`config.mk`:
```
export PLATFORM = sky130hd
export DESIGN_NAME = multi_dataflow_job_dispatcher
export DESIGN_NICKNAME = d
export VERILOG_FILES = /design/src/rtl/multi_dataflow_job_dispatcher.sv
export SDC_FILE = /design/constraint.sdc
export NUM_CORES = 1
export LEC_CHECK = 0
export CAP_MARGIN = 10
export CORE_MARGIN = 2
export CORE_UTILIZATION = 31
export DETAILED_ROUTE_END_ITERATION = 7
export SLEW_MARGIN = 20
export SYNTH_ARGS = -nofsm -noshare
export SYNTH_HDL_FRONTEND = slang
export SYNTH_SLANG_ARGS = --single-unit
export TNS_END_PERCENT = 10
```
`constraint.sdc`:
```
create_clock -name clk_i -period 2.98 [get_ports clk_i]
set_input_delay 0.596 -clock clk_i [delete_from_list [all_inputs] [get_ports clk_i]]
set_output_delay 0.596 -clock clk_i [all_outputs]
set_load 0.03 [all_outputs]
```
`src/rtl/multi_dataflow_job_dispatcher.sv`:
```
// Job descriptor queue and sequencer for multi_dataflow_fsm: buffers jobs,
// issues them one at a time, and reports completion or watchdog timeout.
module multi_dataflow_job_dispatcher #(
  parameter int unsigned QUEUE_DEPTH = 4,
  parameter int unsigned ID_W        = 8,
  parameter int unsigned CNT_W       = 16
) (
  input  logic                         clk_i,
  input  logic                         rst_ni,
  input  logic                         clear_i,
  input  logic                         push_valid_i,
  output logic                         push_ready_o,
  input  logic [ID_W-1:0]              push_id_i,
  input  logic [CNT_W-1:0]             push_limit_i,
  input  logic [CNT_W-1:0]             wd_limit_i,
  output logic                         fsm_start_o,
  input  logic                         fsm_done_i,
  output logic                         fsm_abort_o,
  output logic [CNT_W-1:0]             cnt_limit_o,
  output logic [ID_W-1:0]              job_id_o,
  output logic                         evt_o,
  output logic [ID_W-1:0]              evt_id_o,
  output logic                         evt_err_o,
  output logic [$clog2(QUEUE_DEPTH):0] level_o,
  output logic                         busy_o,
  output logic                         timeout_o,
  output logic [CNT_W-1:0]             jobs_done_o
);

  localparam int unsigned AW = $clog2(QUEUE_DEPTH);
  localparam int unsigned LW = AW + 1;

  typedef struct packed {
    logic [ID_W-1:0]  id;
    logic [CNT_W-1:0] limit;
  } desc_t;

  typedef enum logic [2:0] {
    ST_IDLE,
    ST_ISSUE,
    ST_RUN,
    ST_ABORT,
    ST_REPORT
  } state_e;

  state_e           state_q;
  desc_t            mem_q [QUEUE_DEPTH];
  logic [AW-1:0]    wr_q, wr_d, rd_q, rd_d;
  logic [LW-1:0]    level_q, level_d;
  logic [CNT_W-1:0] wd_cnt_q;
  logic [CNT_W-1:0] cnt_limit_q, jobs_done_q;
  logic [ID_W-1:0]  job_id_q, evt_id_q;
  logic             fsm_start_q, fsm_abort_q, evt_q, evt_err_q, timeout_q;

  logic             push_fire;
  logic             pop;
  logic             wd_hit;
  desc_t            head;

  assign push_ready_o = (level_q < LW'(QUEUE_DEPTH));
  assign push_fire    = push_valid_i & push_ready_o;
  assign pop          = (state_q == ST_REPORT);
  assign head         = mem_q[rd_q];
  assign wd_hit       = (wd_limit_i != '0) && (wd_cnt_q == (wd_limit_i - CNT_W'(1)));

  // Occupancy counts the running job too; the head is only released in REPORT.
  always_comb begin
    level_d = level_q;
    wr_d    = wr_q;
    rd_d    = rd_q;
    if (push_fire) begin
      wr_d = wr_q + AW'(1);
    end
    if (pop) begin
      rd_d = rd_q + AW'(1);
    end
    unique case ({push_fire, pop})
      2'b10:   level_d = level_q + LW'(1);
      2'b01:   level_d = level_q - LW'(1);
      default: level_d = level_q;
    endcase
  end

  always_ff @(posedge clk_i) begin
    if (push_fire && !clear_i) begin
      mem_q[wr_q] <= desc_t'{id: push_id_i, limit: push_limit_i};
    end
  end

  always_ff @(posedge clk_i or negedge rst_ni) begin
    if (!rst_ni) begin
      wr_q    <= '0;
      rd_q    <= '0;
      level_q <= '0;
    end else if (clear_i) begin
      wr_q    <= '0;
      rd_q    <= '0;
      level_q <= '0;
    end else begin
      wr_q    <= wr_d;
      rd_q    <= rd_d;
      level_q <= level_d;
    end
  end

  // Sequencer: pulse outputs default low every cycle and are set on entry to their state.
  always_ff @(posedge clk_i or negedge rst_ni) begin
    if (!rst_ni) begin
      state_q     <= ST_IDLE;
      wd_cnt_q    <= '0;
      cnt_limit_q <= '0;
      job_id_q    <= '0;
      evt_id_q    <= '0;
      evt_err_q   <= 1'b0;
      jobs_done_q <= '0;
      fsm_start_q <= 1'b0;
      fsm_abort_q <= 1'b0;
      evt_q       <= 1'b0;
      timeout_q   <= 1'b0;
    end else if (clear_i) begin
      state_q     <= ST_IDLE;
      wd_cnt_q    <= '0;
      cnt_limit_q <= '0;
      job_id_q    <= '0;
      evt_id_q    <= '0;
      evt_err_q   <= 1'b0;
      jobs_done_q <= '0;
      fsm_start_q <= 1'b0;
      fsm_abort_q <= 1'b0;
      evt_q       <= 1'b0;
      timeout_q   <= 1'b0;
    end else begin
      fsm_start_q <= 1'b0;
      fsm_abort_q <= 1'b0;
      evt_q       <= 1'b0;
      unique case (state_q)
        ST_IDLE: begin
          if (level_q != '0) begin
            job_id_q    <= head.id;
            cnt_limit_q <= head.limit;
            fsm_start_q <= 1'b1;
            state_q     <= ST_ISSUE;
          end
        end
        ST_ISSUE: begin
          wd_cnt_q <= '0;
          state_q  <= ST_RUN;
        end
        ST_RUN: begin
          wd_cnt_q <= wd_cnt_q + CNT_W'(1);
          // Done takes priority over a watchdog expiry in the same cycle.
          if (fsm_done_i) begin
            evt_q     <= 1'b1;
            evt_id_q  <= job_id_q;
            evt_err_q <= 1'b0;
            state_q   <= ST_REPORT;
          end else if (wd_hit) begin
            fsm_abort_q <= 1'b1;
            timeout_q   <= 1'b1;
            state_q     <= ST_ABORT;
          end
        end
        ST_ABORT: begin
          evt_q     <= 1'b1;
          evt_id_q  <= job_id_q;
          evt_err_q <= 1'b1;
          state_q   <= ST_REPORT;
        end
        ST_REPORT: begin
          jobs_done_q <= jobs_done_q + CNT_W'(1);
          state_q     <= ST_IDLE;
        end
        default: begin
          state_q <= ST_IDLE;
        end
      endcase
    end
  end

  assign busy_o      = (state_q != ST_IDLE) || (level_q != '0);
  assign level_o     = level_q;
  assign fsm_start_o = fsm_start_q;
  assign fsm_abort_o = fsm_abort_q;
  assign cnt_limit_o = cnt_limit_q;
  assign job_id_o    = job_id_q;
  assign evt_o       = evt_q;
  assign evt_id_o    = evt_id_q;
  assign evt_err_o   = evt_err_q;
  assign timeout_o   = timeout_q;
  assign jobs_done_o = jobs_done_q;

endmodule

```
==> impl_results.md <==
- Status: finished, final reports clean
- Postcts setup bufs: 0
- # setup viols final: 0
- CTS Root Cell: clkbuf_16
- Met3 Resource Use GR: 3.88%
- Global Route met2 Usage: between 20% and 30%
- Ys async rst share: a little under half
- Synth Warn #: 0
- Worst Setup End Kind: register
- Clock-pin slew on the worst setup and hold paths: about 60 ps
- Total wire length: 17600 um
- Worst-path fanout max: 3
- Syn_nets: 582
- Worst path slowest cell: or4_4
- #FFs+latches synth: about 180
- First-pass GRT wire length: 28600 um
- Final cell count without fillers: 1002
- Post-Synthesis Cell Area: approximately 0.0075 mm2
- Num CTS Buffers: 17
- DP HPWL: 12100 um
- Critical-path cell list: clkdlybuf4s50_1, or4_4, nor4_2, a31oi_1, a221o_1, or4_1, or4_4, o21ai_2
- Max_slew headroom: 36.4%
- DIE WIDTH: 159 um
- Leakage power: 3.67 nW
- Fill count: 2223
- Die area: 0.0253 mm2
- Syn-to-layout area delta: 30.0%
- Worst R2R Path Depth: 6
- Worst-skew pair later-pin latency: 420 ps
- DRT antenna net count: 0
- Fin crit period: 2900 ps
- Clock Path Buffers: 2
- Max Cap Violations: 0
- Vias in the first global route: slightly above 5000
- Placed Instances: 970
- Crit-path max cell delay: 560 ps
- Final Hold Viols: 0
- Largest net degree at the start of global routing: 46
- Sequential cell area: 0.00486 mm2
- Hold Crit Class: in2async
- Core Region: 0.0235 mm2
- Cts repair resizes: 0
- Worst Path Arrival: 3250 ps
- Mapped Cells: about 530
- Sequential share of the synthesized area: 65.2%
- Routed WL per cell: 17.6 um
- Worst vdd ir: 0.442 mV
- Die height: 159 um
- Part of the cycle the worst path needs: 97.3%
- H-tree depth: 4
- Synth area leader: edfxtp_1
- Cell mode on critical path: or4_4
- Port Buf Inserts: 102
- Multi-input logic area: 0.00248 mm2
- Post-synth top area share: 38.7%
- CTS tree: done
- # hold bufs at CTS: 0
- GP Congestion: roughly 0.81
- Share of cells above drive strength 1: 15.8%
- CTS sink cnt: 175
- Commonest non-fill, non-tap cell in the layout: clkdlybuf4s50_1
- First DRT Iteration DRCs: between 200 and 300
- Least-Margin Pin Slew: 954 ps
- Post-Place Setup Slack: -397 ps
- DRC: 0
- Met1 Resource Use GR: between 15 and 20%
- Critical path data required time: 3330 ps
- Final core occ: roughly two fifths
- # diodes: 0
- Yosys cell types: about 50
- Tot GR Track Use: 14.4%
- Via count: ~4900
- I/O Pins: roughly 100
- Crit Path Category: in2reg
- Initial Util: 31.7%
- Cell Rows: 56
- Final setup skew: 8.68 ps
- Most common flop cell mapped by yosys: edfxtp_1
- Post-synth EDFFs: 96
- Initial antenna violation count: 0
- Remaining Overflow, GRT: 0
- RSZ-0062 raised after global routing: false
- Most frequent cells in the layout: clkdlybuf4s50_1 (101), edfxtp_1 (96), dfrtp_1 (78), nor2_1 (45), buf_4 (43)
- Max Clock Freq: 0.345 GHz
- Syn avg cell area: between 10 and 15 um2
- Max Slew Vio Count: 0
- # nets final: 724
- PD cells: 583 mW/mm2
- Pre-antenna DRT Iters: 4
- Synth area leaders: edfxtp_1 (39%), dfrtp_1 (27%), mux4_2 (7.2%)
- Worst Setup Slack, final: 79.6 ps
- Worst setup SP type: input port
- GRT Max-Usage Layer: met2
- Vias/cell: 4.86
- Tot Pwr: approximately 5.7 mW
[metrics by stage]
step	hold slack, ps	TNS (ps)	area [um2]
after global placement	487	-1110	9110
after detailed placement	487	-1170	9110
after global routing	228	0	9700
final	185	0	9700
after floorplan	300	0	7460
after CTS	203	0	9680
[registers in the layout (all words and copies together) (netlist names), 3 cells and up]
name	cells
cnt_limit_o	16
evt_id_o	8
job_id_o	8
jobs_done_o	16
level_o	3
mem_q	96
state_q	3
wd_cnt_q	16
[logic make-up (layout without fill, tap and decap cells)]
kind of cell,Yosys count,in the layout,synth area share (%)
xor+xnor,38,38,4.46
simple gates,151,151,10.0
compound gates,94,94,8.93
fa+ha+maj,9,9,1.61
buf+inv,32,187,1.90
mux,29,29,7.92
flops,175,175,65.2
[cell type report]
type | count | area share [%]
tap | 319 | 4.12
timing repair buffer | 145 | 14.0
clock inverter | 11 | 1.08
inverter | 10 | 0.387
clock buffer | 21 | 4.75
sequential | 175 | 50.1
multi-input combinational | 321 | 25.6
[power breakdown]
group	internal, mW	switching [mW]	total, mW
registers	2.68	0.0852	2.76
clock network	1.20	0.916	2.12
logic	0.336	0.442	0.778
total	4.21	1.44	5.66
[cells in the mapped netlist, drive strengths merged (11+ instances only)]
cell,count
a22o,33
and3,11
clkbuf,14
dfrtp,79
edfxtp,96
mux4,24
nand2,37
nand3,12
nor2,46
o21ai,29
xnor2,18
xor2,20
[path summary, 6_finish.rpt]
path                                  end  slack [ps]     startpoint
setup reg to reg                timeout_o         590    wd_cnt_q[7]
hold reg to reg               evt_id_o[1]         500    evt_id_o[1]
hold / removal             cnt_limit_o[7]         190         rst_ni
min in group clk_i            evt_id_o[1]         500    evt_id_o[1]
setup / recovery                timeout_o          80  wd_limit_i[3]
max in group asynchronous  jobs_done_o[5]        2070         rst_ni
[critical path: cells and delay by family]
| kind | cells | cell delay [ps] |
|---|---|---|
| buf+inv | 1 | 440 |
| simple gates | 4 | 1730 |
| compound gates | 3 | 500 |
[per-layer routing]
metal  wire, um  vias to the layer above
met4        310                        0
met5          0                        -
met3        870                       21
li1           -                     2275
met2       8660                      113
met1       7800                     2456
Note: power is estimated with default switching activity, not from simulation.
